==> src/rtl/alu_run_pkg.sv <==
// Shared constants for the MiniAlu run monitor:
// FSM encoding, error saturation and the "no error" index.
package alu_run_pkg;

  localparam logic [2:0] S_IDLE = 3'd0;
  localparam logic [2:0] S_PRE  = 3'd1;
  localparam logic [2:0] S_RST  = 3'd2;
  localparam logic [2:0] S_RUN  = 3'd3;
  localparam logic [2:0] S_DONE = 3'd4;

  localparam logic [7:0] ERR_SAT = 8'd255;

  // Sliced to the index width at the point of use.
  localparam logic [31:0] NO_ERR = '1;

endpackage

==> src/rtl/alu_run_if.sv <==
// Control, table-load, LED and result bundle of the run monitor.
// slave = the monitor, master = whoever drives and reads it.
interface alu_run_if #(
  parameter int WIDTH = 8,
  parameter int DEPTH = 16
);
  localparam int AW = $clog2(DEPTH);
  localparam int IW = AW + 1;

  logic             iStart;
  logic             iWrEn;
  logic [AW-1:0]    iWrAddr;
  logic [WIDTH-1:0] iWrData;
  logic [IW-1:0]    iExpCount;
  logic [WIDTH-1:0] iLed;
  logic             oDutReset;
  logic             oBusy;
  logic             oDone;
  logic             oPass;
  logic [7:0]       oErrCount;
  logic [IW-1:0]    oFirstErrIdx;
  logic [IW-1:0]    oEventCount;

  modport slave (
    input  iStart, iWrEn, iWrAddr,
    input  iWrData, iExpCount, iLed,
    output oDutReset, oBusy, oDone,
    output oPass, oErrCount,
    output oFirstErrIdx, oEventCount
  );

  modport master (
    output iStart, iWrEn, iWrAddr,
    output iWrData, iExpCount, iLed,
    input  oDutReset, oBusy, oDone,
    input  oPass, oErrCount,
    input  oFirstErrIdx, oEventCount
  );

endinterface

==> src/rtl/run_exp_table.sv <==
// Expected LED signature table: register file with
// synchronous write and combinational read.
module run_exp_table #(
  parameter int WIDTH = 8,
  parameter int DEPTH = 16,
  parameter int AW    = $clog2(DEPTH)
) (
  input  logic             clk,
  input  logic             we,
  input  logic [AW-1:0]    waddr,
  input  logic [WIDTH-1:0] wdata,
  input  logic [AW-1:0]    raddr,
  output logic [WIDTH-1:0] rdata
);

  logic [WIDTH-1:0] mem [DEPTH];

  always_ff @(posedge clk) begin
    if (we) mem[waddr] <= wdata;
  end

  assign rdata = mem[raddr];

endmodule

==> src/rtl/alu_run_monitor.sv <==
// Run controller: pre-wait, DUT reset pulse, bounded run window,
// LED change capture against the expected table, on-chip verdict.
module alu_run_monitor
  import alu_run_pkg::*;
#(
  parameter int WIDTH       = 8,
  parameter int DEPTH       = 16,
  parameter int PRE_CYCLES  = 10,
  parameter int RST_CYCLES  = 5,
  parameter int RUN_CYCLES  = 100,
  parameter int STOP_ON_ALL = 0,
  parameter int CNT_W       = 16
) (
  input logic Clock,
  input logic Reset,
  alu_run_if.slave bus
);

  localparam int AW = $clog2(DEPTH);
  localparam int IW = AW + 1;

  localparam logic [CNT_W-1:0] PRE_LAST =
    CNT_W'(PRE_CYCLES - 1);
  localparam logic [CNT_W-1:0] RST_LAST =
    CNT_W'(RST_CYCLES - 1);
  localparam logic [CNT_W-1:0] RUN_LAST =
    CNT_W'(RUN_CYCLES - 1);
  localparam logic [IW-1:0] IDX_MAX = IW'(DEPTH);
  localparam logic [IW-1:0] NOERR = NO_ERR[IW-1:0];

  logic [2:0]       state, state_n;
  logic [CNT_W-1:0] cnt, cnt_n;
  logic [IW-1:0]    expcnt, expcnt_n;
  logic [IW-1:0]    idx, idx_n;
  logic [IW-1:0]    ferr, ferr_n;
  logic [7:0]       errs, errs_n;
  logic [WIDTH-1:0] prev, prev_n;
  logic [WIDTH-1:0] exp_led;
  logic             dutrst, busy, done, pass;
  logic             pass_n, wr_ok, ev, hit_err;

  assign wr_ok = bus.iWrEn && (state == S_IDLE);

  run_exp_table #(
    .WIDTH(WIDTH),
    .DEPTH(DEPTH)
  ) u_tab (
    .clk  (Clock),
    .we   (wr_ok),
    .waddr(bus.iWrAddr),
    .wdata(bus.iWrData),
    .raddr(idx[AW-1:0]),
    .rdata(exp_led)
  );

  always_comb begin
    state_n  = state;
    cnt_n    = cnt;
    expcnt_n = expcnt;
    idx_n    = idx;
    ferr_n   = ferr;
    errs_n   = errs;
    prev_n   = prev;
    ev       = 1'b0;
    hit_err  = 1'b0;
    unique case (state)
      S_IDLE, S_DONE: begin
        if (bus.iStart) begin
          state_n  = (PRE_CYCLES == 0) ? S_RST : S_PRE;
          cnt_n    = '0;
          expcnt_n = bus.iExpCount;
          idx_n    = '0;
          ferr_n   = NOERR;
          errs_n   = '0;
        end
      end
      S_PRE: begin
        if (cnt == PRE_LAST) begin
          state_n = S_RST;
          cnt_n   = '0;
        end else begin
          cnt_n = cnt + 1'b1;
        end
      end
      S_RST: begin
        if (cnt == RST_LAST) begin
          state_n = S_RUN;
          cnt_n   = '0;
          prev_n  = bus.iLed;
        end else begin
          cnt_n = cnt + 1'b1;
        end
      end
      S_RUN: begin
        ev = (bus.iLed != prev);
        if (ev) begin
          prev_n  = bus.iLed;
          // past expcnt every change is unexpected
          hit_err = (idx >= expcnt) ||
                    (bus.iLed != exp_led);
          if (idx != IDX_MAX) idx_n = idx + 1'b1;
          if (hit_err) begin
            if (errs != ERR_SAT) errs_n = errs + 1'b1;
            if (errs == '0) ferr_n = idx;
          end
        end
        cnt_n = cnt + 1'b1;
        if (cnt == RUN_LAST) state_n = S_DONE;
        if ((STOP_ON_ALL != 0) && (idx == expcnt) &&
            (errs == '0))
          state_n = S_DONE;
      end
      default: state_n = S_IDLE;
    endcase
  end

  assign pass_n = (errs_n == '0) && (idx_n == expcnt_n);

  always_ff @(posedge Clock) begin
    if (Reset) begin
      state  <= S_IDLE;
      cnt    <= '0;
      expcnt <= '0;
      idx    <= '0;
      ferr   <= NOERR;
      errs   <= '0;
      prev   <= '0;
      dutrst <= 1'b0;
      busy   <= 1'b0;
      done   <= 1'b0;
      pass   <= 1'b0;
    end else begin
      state  <= state_n;
      cnt    <= cnt_n;
      expcnt <= expcnt_n;
      idx    <= idx_n;
      ferr   <= ferr_n;
      errs   <= errs_n;
      prev   <= prev_n;
      dutrst <= (state_n == S_RST);
      busy   <= state_n inside {S_PRE, S_RST, S_RUN};
      done   <= (state_n == S_DONE);
      pass   <= (state_n == S_DONE) && pass_n;
    end
  end

  assign bus.oDutReset    = dutrst;
  assign bus.oBusy        = busy;
  assign bus.oDone        = done;
  assign bus.oPass        = pass;
  assign bus.oErrCount    = errs;
  assign bus.oFirstErrIdx = ferr;
  assign bus.oEventCount  = idx;

endmodule

==> src/flat_wrapper.sv <==
// flat-port wrapper written by rule: the top's interface ports become plain ports
module alu_run_monitor_flat import alu_run_pkg::*;
#(
  parameter int WIDTH       = 8,
  parameter int DEPTH       = 16,
  parameter int PRE_CYCLES  = 10,
  parameter int RST_CYCLES  = 5,
  parameter int RUN_CYCLES  = 100,
  parameter int STOP_ON_ALL = 0,
  parameter int CNT_W       = 16
)
  (Clock, Reset, bus_iStart, bus_iWrEn, bus_iWrAddr, bus_iWrData, bus_iExpCount, bus_iLed, bus_oDutReset, bus_oBusy, bus_oDone, bus_oPass, bus_oErrCount, bus_oFirstErrIdx, bus_oEventCount);
  alu_run_if #(.WIDTH(WIDTH), .DEPTH(DEPTH)) bus_i ();
  input logic Clock;
  input logic Reset;
  input wire logic [$bits(bus_i.iStart)-1:0] bus_iStart;
  input wire logic [$bits(bus_i.iWrEn)-1:0] bus_iWrEn;
  input wire logic [$bits(bus_i.iWrAddr)-1:0] bus_iWrAddr;
  input wire logic [$bits(bus_i.iWrData)-1:0] bus_iWrData;
  input wire logic [$bits(bus_i.iExpCount)-1:0] bus_iExpCount;
  input wire logic [$bits(bus_i.iLed)-1:0] bus_iLed;
  output wire logic [$bits(bus_i.oDutReset)-1:0] bus_oDutReset;
  output wire logic [$bits(bus_i.oBusy)-1:0] bus_oBusy;
  output wire logic [$bits(bus_i.oDone)-1:0] bus_oDone;
  output wire logic [$bits(bus_i.oPass)-1:0] bus_oPass;
  output wire logic [$bits(bus_i.oErrCount)-1:0] bus_oErrCount;
  output wire logic [$bits(bus_i.oFirstErrIdx)-1:0] bus_oFirstErrIdx;
  output wire logic [$bits(bus_i.oEventCount)-1:0] bus_oEventCount;
  assign bus_i.iStart = bus_iStart;
  assign bus_i.iWrEn = bus_iWrEn;
  assign bus_i.iWrAddr = bus_iWrAddr;
  assign bus_i.iWrData = bus_iWrData;
  assign bus_i.iExpCount = bus_iExpCount;
  assign bus_i.iLed = bus_iLed;
  assign bus_oDutReset = bus_i.oDutReset;
  assign bus_oBusy = bus_i.oBusy;
  assign bus_oDone = bus_i.oDone;
  assign bus_oPass = bus_i.oPass;
  assign bus_oErrCount = bus_i.oErrCount;
  assign bus_oFirstErrIdx = bus_i.oFirstErrIdx;
  assign bus_oEventCount = bus_i.oEventCount;
  alu_run_monitor #(.WIDTH(WIDTH), .DEPTH(DEPTH), .PRE_CYCLES(PRE_CYCLES), .RST_CYCLES(RST_CYCLES), .RUN_CYCLES(RUN_CYCLES), .STOP_ON_ALL(STOP_ON_ALL), .CNT_W(CNT_W)) u_core (.Clock(Clock), .Reset(Reset), .bus(bus_i));
endmodule
==> config.mk <==
export PLATFORM = sky130hd
export DESIGN_NAME = alu_run_monitor_flat
export DESIGN_NICKNAME = d
export VERILOG_FILES = /design/src/rtl/alu_run_pkg.sv /design/src/rtl/alu_run_if.sv /design/src/rtl/run_exp_table.sv /design/src/rtl/alu_run_monitor.sv /design/src/flat_wrapper.sv
export SDC_FILE = /design/constraint.sdc
export NUM_CORES = 1
export LEC_CHECK = 0
export ABC_CLOCK_PERIOD_IN_PS = 2900
export BUFFER_PORTS_ARGS = -buffer_cell sky130_fd_sc_hd__clkbuf_2
export CORE_ASPECT_RATIO = 1.4
export CORE_UTILIZATION = 25
export DETAILED_ROUTE_END_ITERATION = 7
export PLACE_DENSITY = 0.4
export SLEW_MARGIN = 20
export SYNTH_ARGS = -nofsm -noshare
export SYNTH_HDL_FRONTEND = slang
export SYNTH_HIERARCHICAL = 1
export SYNTH_SLANG_ARGS = --single-unit
==> constraint.sdc <==
create_clock -name Clock -period 2.9 [get_ports Clock]
set_input_delay 0.725 -clock Clock [delete_from_list [all_inputs] [get_ports Clock]]
set_output_delay 0.725 -clock Clock [all_outputs]
set_load 0.005 [all_outputs]
==> impl_metrics.csv, run 1 <==
group,metric,value,unit
global_route,grt_pass1_wl,31.8,mm
cts,cts_buffer_depth,2,
power,p_leak,3.43,nW
floorplan,chipWidth,153,microns
cells_and_area,fillCellCount,3113,
placement,portBuffers,50,
yosys,synth-async-reset-ratio,0,%
sta,fin_worst_skew,0.0132,ns
detailed_routing,first_iter_violations,315,
worst_setup_path,endpoint,"u_core/bus.oPass",
detailed_routing,wire_per_inst,18.6,microns
floorplan,core-area,0.0315,sq mm
global_route,grt_max_degree,31,
sta,setup_slack,-0.202,ns
sta,maxSlewHeadroom,40.1,%
yosys,yosysSeqAreaShare,61.8,%
cts,numCtsBuffers,17,
yosys,synth_top_cell_by_area,"edfxtp_1",
detailed_routing,via_per_inst,4.73,
global_route,antenna_found_initial,0,
cts,cts_hold_buffers,0,
worst_setup_path,r2r_setup_slack,-0.20,ns
yosys,ys_seq_elements,182,
yosys,syn_area_per_cell,13.6,sq um
worst_setup_path,reg2reg_depth,13,
status,violations,"setup timing",
detailed_routing,vias,5245,
worst_hold_path,hold_path_class,"register to register",
sta,rsz0062_at_grt,"true",
cells_and_area,layout_commonest_cell,"edfxtp_1",
yosys,synth_top_area_share,48.2,%
worst_setup_path,crit_path_start,"u_core/bus.oEventCount[0]",
yosys,ys.flop_type,"edfxtp_1",
worst_setup_path,crit_type,"register to register",
sta,drv_slew,0,
worst_setup_path,timing.rr.start,"u_core/bus.oEventCount[0]",
yosys,synth_cell_type_count,53,
yosys,netlist_area,0.00797,sq mm
global_route,grt_overflow_total,0,
status,status,"finished, violations left",
worst_setup_path,r2r-end,"u_core/bus.oPass",
sta,tightestPinTransition,0.895,ns
worst_setup_path,cp-end-kind,"register",
floorplan,start_util,25.3,%
detailed_routing,drtPass1Iterations,5,
cells_and_area,utilization,31.5,%
sta,period_share,107,%
floorplan,fp.dieH,213,microns
power,power_density,538,mW/mm^2
yosys,synthTopCellsByArea,"edfxtp_1, dfxtp_1, mux4_2, mux4_1, nor2_1",
cts,cts_max_level,4,
cells_and_area,fin_nets,742,
cts,clk_latency,0.45,ns
cells_and_area,final_cell_mix,"edfxtp_1, nor2_1, buf_4",
sta,min_period,3.10,ns
cells_and_area,antenna_cells,0,
cts,clockRootBuffer,"clkbuf_16",
worst_setup_path,critPathSlowestCell,"mux4_1",
cts,cts_tree,"yes",
cts,clkTransAtPathRegs,0.08,ns
global_route,first_global_vias,5294,
sta,setup_viol,8,
floorplan,ios,51,
cts,cts.sinks,182,
cells_and_area,area_growth,24.5,%
yosys,synthCells,587,
worst_setup_path,start_kind,"register",
worst_setup_path,path_cells,"buf_12 > mux4_1 > a22oi_1 > nand2_1 > xnor2_1 > nand3_2 > nor3_4 > nand2_2 > nand3_4 > buf_4 > or3_4 > nand4_1 > nor4_2",
detailed_routing,wirelength,20.6,mm
global_route,grt_usage,13.3,%
sta,report.final.hold_viol_count,0,
detailed_routing,antenna_left,0,
detailed_routing,drc_errors,0,
cells_and_area,drive_gt1_share,28.3,%
floorplan,die_area,0.0326,sq mm
placement,gp_congestion,0.786,
yosys,synth_nets,628,
yosys,yosysWarnings,6,
floorplan,num_rows,77,
placement,preCtsSetupSlack,-0.381,ns
power,vdd_drop_max,0.336,mV
worst_setup_path,critPathRequiredTime,3.26,ns
sta,timing.fmax,322,MHz
worst_setup_path,slowest_delay,0.55,ns
worst_setup_path,arrival,3.46,ns
placement,place_hpwl,15.0,mm
power,p_total,0.00533,W
worst_setup_path,crit_path_max_fanout,10,
yosys,synth_edf_count,128,
run,cap_violations,0,
[flip-flops by register name (all words and copies together), names as in the netlist]
name and cells:
u_core/cnt 16, u_core/u_tab/mem 128, u_core/expcnt 5, u_core/bus.oDone 1, u_core/bus.oDutReset 1, u_core/bus.oEventCount 5
u_core/bus.oPass 1, u_core/bus.oErrCount 8, u_core/prev 8, u_core/state 3, u_core/bus.oFirstErrIdx 5, u_core/bus.oBusy 1
[worst min path at each step]
| stage | start | endpoint | cells past startpoint |
|---|---|---|---|
| after global placement | u_core/cnt[12] | u_core/cnt[12] | 2 |
| after detailed placement | u_core/cnt[12] | u_core/cnt[12] | 2 |
| after floorplan | u_core/cnt[12] | u_core/cnt[12] | 2 |
| after CTS | u_core/cnt[12] | u_core/cnt[12] | 2 |
| final | u_core/cnt[12] | u_core/cnt[12] | 2 |
| after global routing | bus_iExpCount[3] | u_core/expcnt[3] | 3 |
[power breakdown]
part           switching (W)  leakage [nW]  total [W]  internal, W
registers          0.0000137          1.59    0.00282      0.00280
logic               0.000155          1.55   0.000244    0.0000886
clock network        0.00112         0.285    0.00227      0.00115
[per-stage QoR]
stage / cells / instance area, sq um / hold slack, ns / TNS (ns)
2_1_floorplan: 587 / 7980 / 0.463 / 0
4_1_cts: 1109 / 9890 / 0.504 / -0.910
3_3_place_gp: 1070 / 9080 / 0.478 / -2.59
5_1_grt: 1109 / 9920 / 0.529 / -2.08
3_5_place_dp: 1070 / 9080 / 0.494 / -2.32
6_report: 1109 / 9920 / 0.504 / -1.02
[what timing repair did]
action / in CTS / in global routing
gates resized for setup: 33 / 6
gates cloned: 2 / 0
buffers inserted: 6 / 0
endpoints found under the setup margin: 13 / 14
pin swaps: 21 / 1
[Yosys cell counts, types with 3 or more instances]
library cell and n:
nand3b_1 5, ha_1 12, and3_1 3, mux4_2 18, edfxtp_1 128, buf_2 7, or3_1 3, a22oi_1 18
xor2_1 8, dfxtp_1 54, nor3_1 16, buf_6 3, o21bai_1 8, o21ai_0 7, nor2b_1 14, inv_1 14
nand4_1 14, xnor2_1 23, nand3_1 19, clkbuf_1 5, mux2i_1 13, a21oi_1 16, mux4_1 14, clkdlybuf4s25_2 3
nand2b_1 4, nor2_1 79, nor4_1 5, a31oi_1 5, nor4b_1 3, nand2_1 36, o211ai_1 3
[final cells by class]
type,count,area [sq um],share of cell area (%)
Sequential cell,182,4930,49.7
Multi-Input combinational cell,371,3000,30.2
Timing Repair Buffer,115,863,8.70
Tap cell,395,494,4.98
Clock buffer,17,425,4.29
Clock inverter,15,154,1.55
Inverter,14,52.6,0.530
[metal layers]
metal | up-vias | global-route usage (%) | part of all wire, % | wire [microns]
met5 | - | 0 | 0 | 0
met4 | 0 | 5.47 | 2.1 | 442
met3 | 26 | 2.70 | 3.4 | 697
met2 | 129 | 24.2 | 53 | 10900
met1 | 2631 | 15.2 | 42 | 8610
li1 | 2459 | - | - | -
[logic make-up after synthesis]
family / count (synthesis) / synth area share, %
simple gates: 213 / 13.1
buf+inv: 34 / 2.32
flops: 182 / 61.8
xor+xnor: 33 / 3.82
mux: 46 / 11.5
compound gates: 67 / 5.56
fa+ha+maj: 12 / 1.88
[critical path, delay by kind of cell, from the launching register on]
kind / cells / cell delay (ns)
buffers and inverters: 2 / 0.29
AOI/OAI and AO/OA: 1 / 0.24
muxes: 1 / 0.55
and+or+nand+nor: 8 / 1.36
DFF: 1 / 0.41
xor gates and xnor gates: 1 / 0.17
No activity file was read; power rests on OpenSTA's default activity.
==> inputs of run 2 (changes only) <==
Settings changed: ABC_AREA set to 1, HOLD_SLACK_MARGIN set to 0.1.
==> run 2 against run 1 <==
  * The flow now finishes without violations
  * Total power up 4.5%
  * Critical endpoint is now u_core/bus.oFirstErrIdx[2]
  * Combinational power up 12%
  * Setup slack better by 0.51 ns
  * Clock skew down 0.0039 ns
  * Core utilization down 1.4 points
  * Count of clock-buffer cells in the layout up 1
==> impl_metrics.csv, run 2 <==
group,metric,value,unit
sta,fin_worst_skew,0.00933,ns
yosys,synth_top_area_share,43.0,%
power,p_total,0.00557,W
power,power_density,528,mW/mm^2
cts,cts_max_level,4,
cts,cts.sinks,182,
yosys,netlist_area,0.00893,sq mm
yosys,synth-async-reset-ratio,0,%
placement,place_hpwl,17.3,mm
worst_setup_path,critPathRequiredTime,3.24,ns
power,p_sw,0.00125,W
detailed_routing,wire_per_inst,16.0,microns
power,clkPwrFrac,44.4,%
cells_and_area,fin_nets,1185,
sta,timing.fmax,386,MHz
sta,setup_viol,0,
global_route,grt_max_degree,43,
worst_hold_path,min_from,"u_core/bus.oFirstErrIdx[3]",
yosys,synthCells,1071,
yosys,synth_top_cell_by_area,"edfxtp_1",
cells_and_area,reg.largest.list,"u_core/u_tab/mem: 128 flops, u_core/cnt: 16 flops",
sta,setup_slack,0.308,ns
placement,portBuffers,50,
yosys,synth_cell_type_count,39,
global_route,grt_usage,14.6,%
worst_hold_path,hold_path_class,"register to register",
yosys,syn_area_per_cell,8.34,sq um
yosys,synthTopCellsByArea,"edfxtp_1, nand2_1, dfxtp_1, nand3_1, inv_1",
placement,preCtsSetupSlack,0.133,ns
global_route,grt_pass1_wl,39.3,mm
power,p_leak,4.63,nW
power,p_int,0.00433,W
cells_and_area,drive_gt1_share,12.6,%
cts,cts_buffer_depth,2,
run,cap_violations,0,
cells_and_area,layout_commonest_cell,"nand2_1",
placement,gp_congestion,0.846,
global_route,first_global_vias,6952,
yosys,ys.flop_type,"edfxtp_1",
worst_setup_path,r2r_setup_slack,0.31,ns
cells_and_area,area_growth,18.3,%
worst_setup_path,crit_path_start,"u_core/bus.oEventCount[0]",
sta,period_share,89.4,%
detailed_routing,first_iter_violations,482,
detailed_routing,antenna_left,0,
floorplan,chipWidth,162,microns
sta,report.final.hold_viol_count,0,
cts,clkTransAtPathRegs,0.07,ns
detailed_routing,drtPass1Iterations,5,
worst_setup_path,endpoint,"u_core/bus.oFirstErrIdx[2]",
floorplan,start_util,25.5,%
worst_setup_path,r2r-end,"u_core/bus.oFirstErrIdx[2]",
yosys,synth_edf_count,128,
yosys,ys_seq_elements,182,
detailed_routing,drc_errors,0,
cts,cts_tree,"yes",
cts,numCtsBuffers,17,
power,power_frac_seq,50.7,%
worst_setup_path,start_kind,"register",
yosys,synth_common_cells,"nand2_1, inv_1, nand3_1",
power,power.share.switching,22.4,%
worst_setup_path,timing.rr.start,"u_core/bus.oEventCount[0]",
cells_and_area,largest_reg_flops,128,
yosys,synth_nets,1112,
placement,post_dp_cell_area,0.00981,sq mm
sta,hold-worst-slack,0.463,ns
floorplan,fp.dieH,226,microns
cells_and_area,utilization,30.1,%
floorplan,num_rows,81,
status,status,"completed",
yosys,yosysSeqAreaShare,55.1,%
floorplan,ios,51,
worst_setup_path,reg2reg_depth,20,
detailed_routing,vias,7037,
detailed_routing,wirelength,25.8,mm
yosys,yosysMostFrequentCell,"nand2_1",
cts,clk_latency,0.45,ns
yosys,yosysWarnings,6,
power,vdd_drop_max,0.344,mV
floorplan,core-area,0.0351,sq mm
worst_setup_path,crit_type,"register to register",
worst_setup_path,arrival,2.94,ns
worst_setup_path,crit_path_max_fanout,18,
floorplan,die_area,0.0365,sq mm
worst_setup_path,cp-end-kind,"register",
cts,clockRootBuffer,"clkbuf_16",
sta,maxSlewHeadroom,59.3,%
global_route,grt_overflow_total,0,
sta,drv_slew,0,
sta,tightestPinTransition,0.608,ns
global_route,antenna_found_initial,0,
detailed_routing,via_per_inst,4.36,
cells_and_area,final_area,0.0106,sq mm
cells_and_area,regMostFlops,"u_core/u_tab/mem",
sta,min_period,2.59,ns
cells_and_area,final_cell_mix,"nand2_1, inv_1, nand3_1",
power,combPwrFrac,4.9,%
cells_and_area,fillCellCount,3815,
[run 2: stage by stage]
step / TNS, ns / cells
final: 0 / 1613
after global routing: -0.00283 / 1612
after CTS: 0 / 1606
after detailed placement: 0 / 1575
after global placement: 0 / 1575
after floorplan: 0 / 1071
[run 2: worst min path at each step]
stage	to	slack, ns	depth (start not counted)
finish	u_core/bus.oFirstErrIdx[3]	0.46	2
global route	u_core/bus.oFirstErrIdx[1]	0.50	2
CTS	u_core/bus.oFirstErrIdx[0]	0.47	2
detailed placement	u_core/bus.oFirstErrIdx[0]	0.45	2
global placement	u_core/bus.oFirstErrIdx[0]	0.45	2
floorplan	u_core/prev[1]	0.44	2
[run 2: power by group through the flow]
stage | logic, W | registers [W] | clock network (W)
6_report | 0.000273 | 0.00282 | 0.00248
5_1_grt | 0.000310 | 0.00283 | 0.00265
4_1_cts | 0.000278 | 0.00282 | 0.00257
3_5_place_dp | 0.000277 | 0.00288 | 0
3_3_place_gp | 0.000278 | 0.00288 | 0
2_1_floorplan | 0.000144 | 0.00288 | 0
[run 2: repair_timing]
action,4_1_cts,5_1_grt
buffers inserted,0,2
hold buffers,0,0
resized for setup,0,12
setup endpoints to repair,0,6
hold endpoints to repair,0,0
[run 2: per-layer routing]
layer / global-route usage (%) / vias to the layer above / routed length [microns]
li1: - / 3572 / -
met1: 17.3 / 3276 / 11200
met2: 25.8 / 156 / 13000
met3: 2.39 / 33 / 892
met4: 6.57 / 0 / 666
met5: 0 / - / 0
[run 2: critical path, cell delays in order, from the launching register on]
cell and delay (ns):
dfxtp_4 0.44, inv_6 0.08, buf_12 0.16, nand2_1 0.06
nand3_1 0.08, nand3_1 0.13, nand3_1 0.16, nand2_1 0.16
nand2_1 0.06, nand2_1 0.05, inv_1 0.03, nand3_1 0.10
nor2_4 0.07, nand2_2 0.12, buf_4 0.12, nand3_1 0.05
o21ai_0 0.16, nand3_1 0.11, buf_4 0.17, a21oi_1 0.12
nand2_1 0.06
[run 2: cells by family (layout without fill, tap and decap cells)]
family	count (synthesis)	after routing	share of synthesized area (%)
other cells	0	1	0
compound gates	65	65	3.98
xor+xnor	9	9	0.883
flops	182	182	55.1
fa+ha+maj	12	12	1.68
simple gates	585	586	28.0
buf+inv	218	302	10.3
[run 2: area by class of cell]
class | count | area (sq um) | area share, %
flip-flops and latches | 182 | 4930 | 46.7
clock buffers | 18 | 429 | 4.06
inverters | 185 | 702 | 6.65
multi-input cells | 672 | 3110 | 29.5
well taps | 456 | 571 | 5.40
clock inverters | 13 | 178 | 1.68
repair buffers | 86 | 639 | 6.05
diodes | 1 | 2.50 | 0.0237
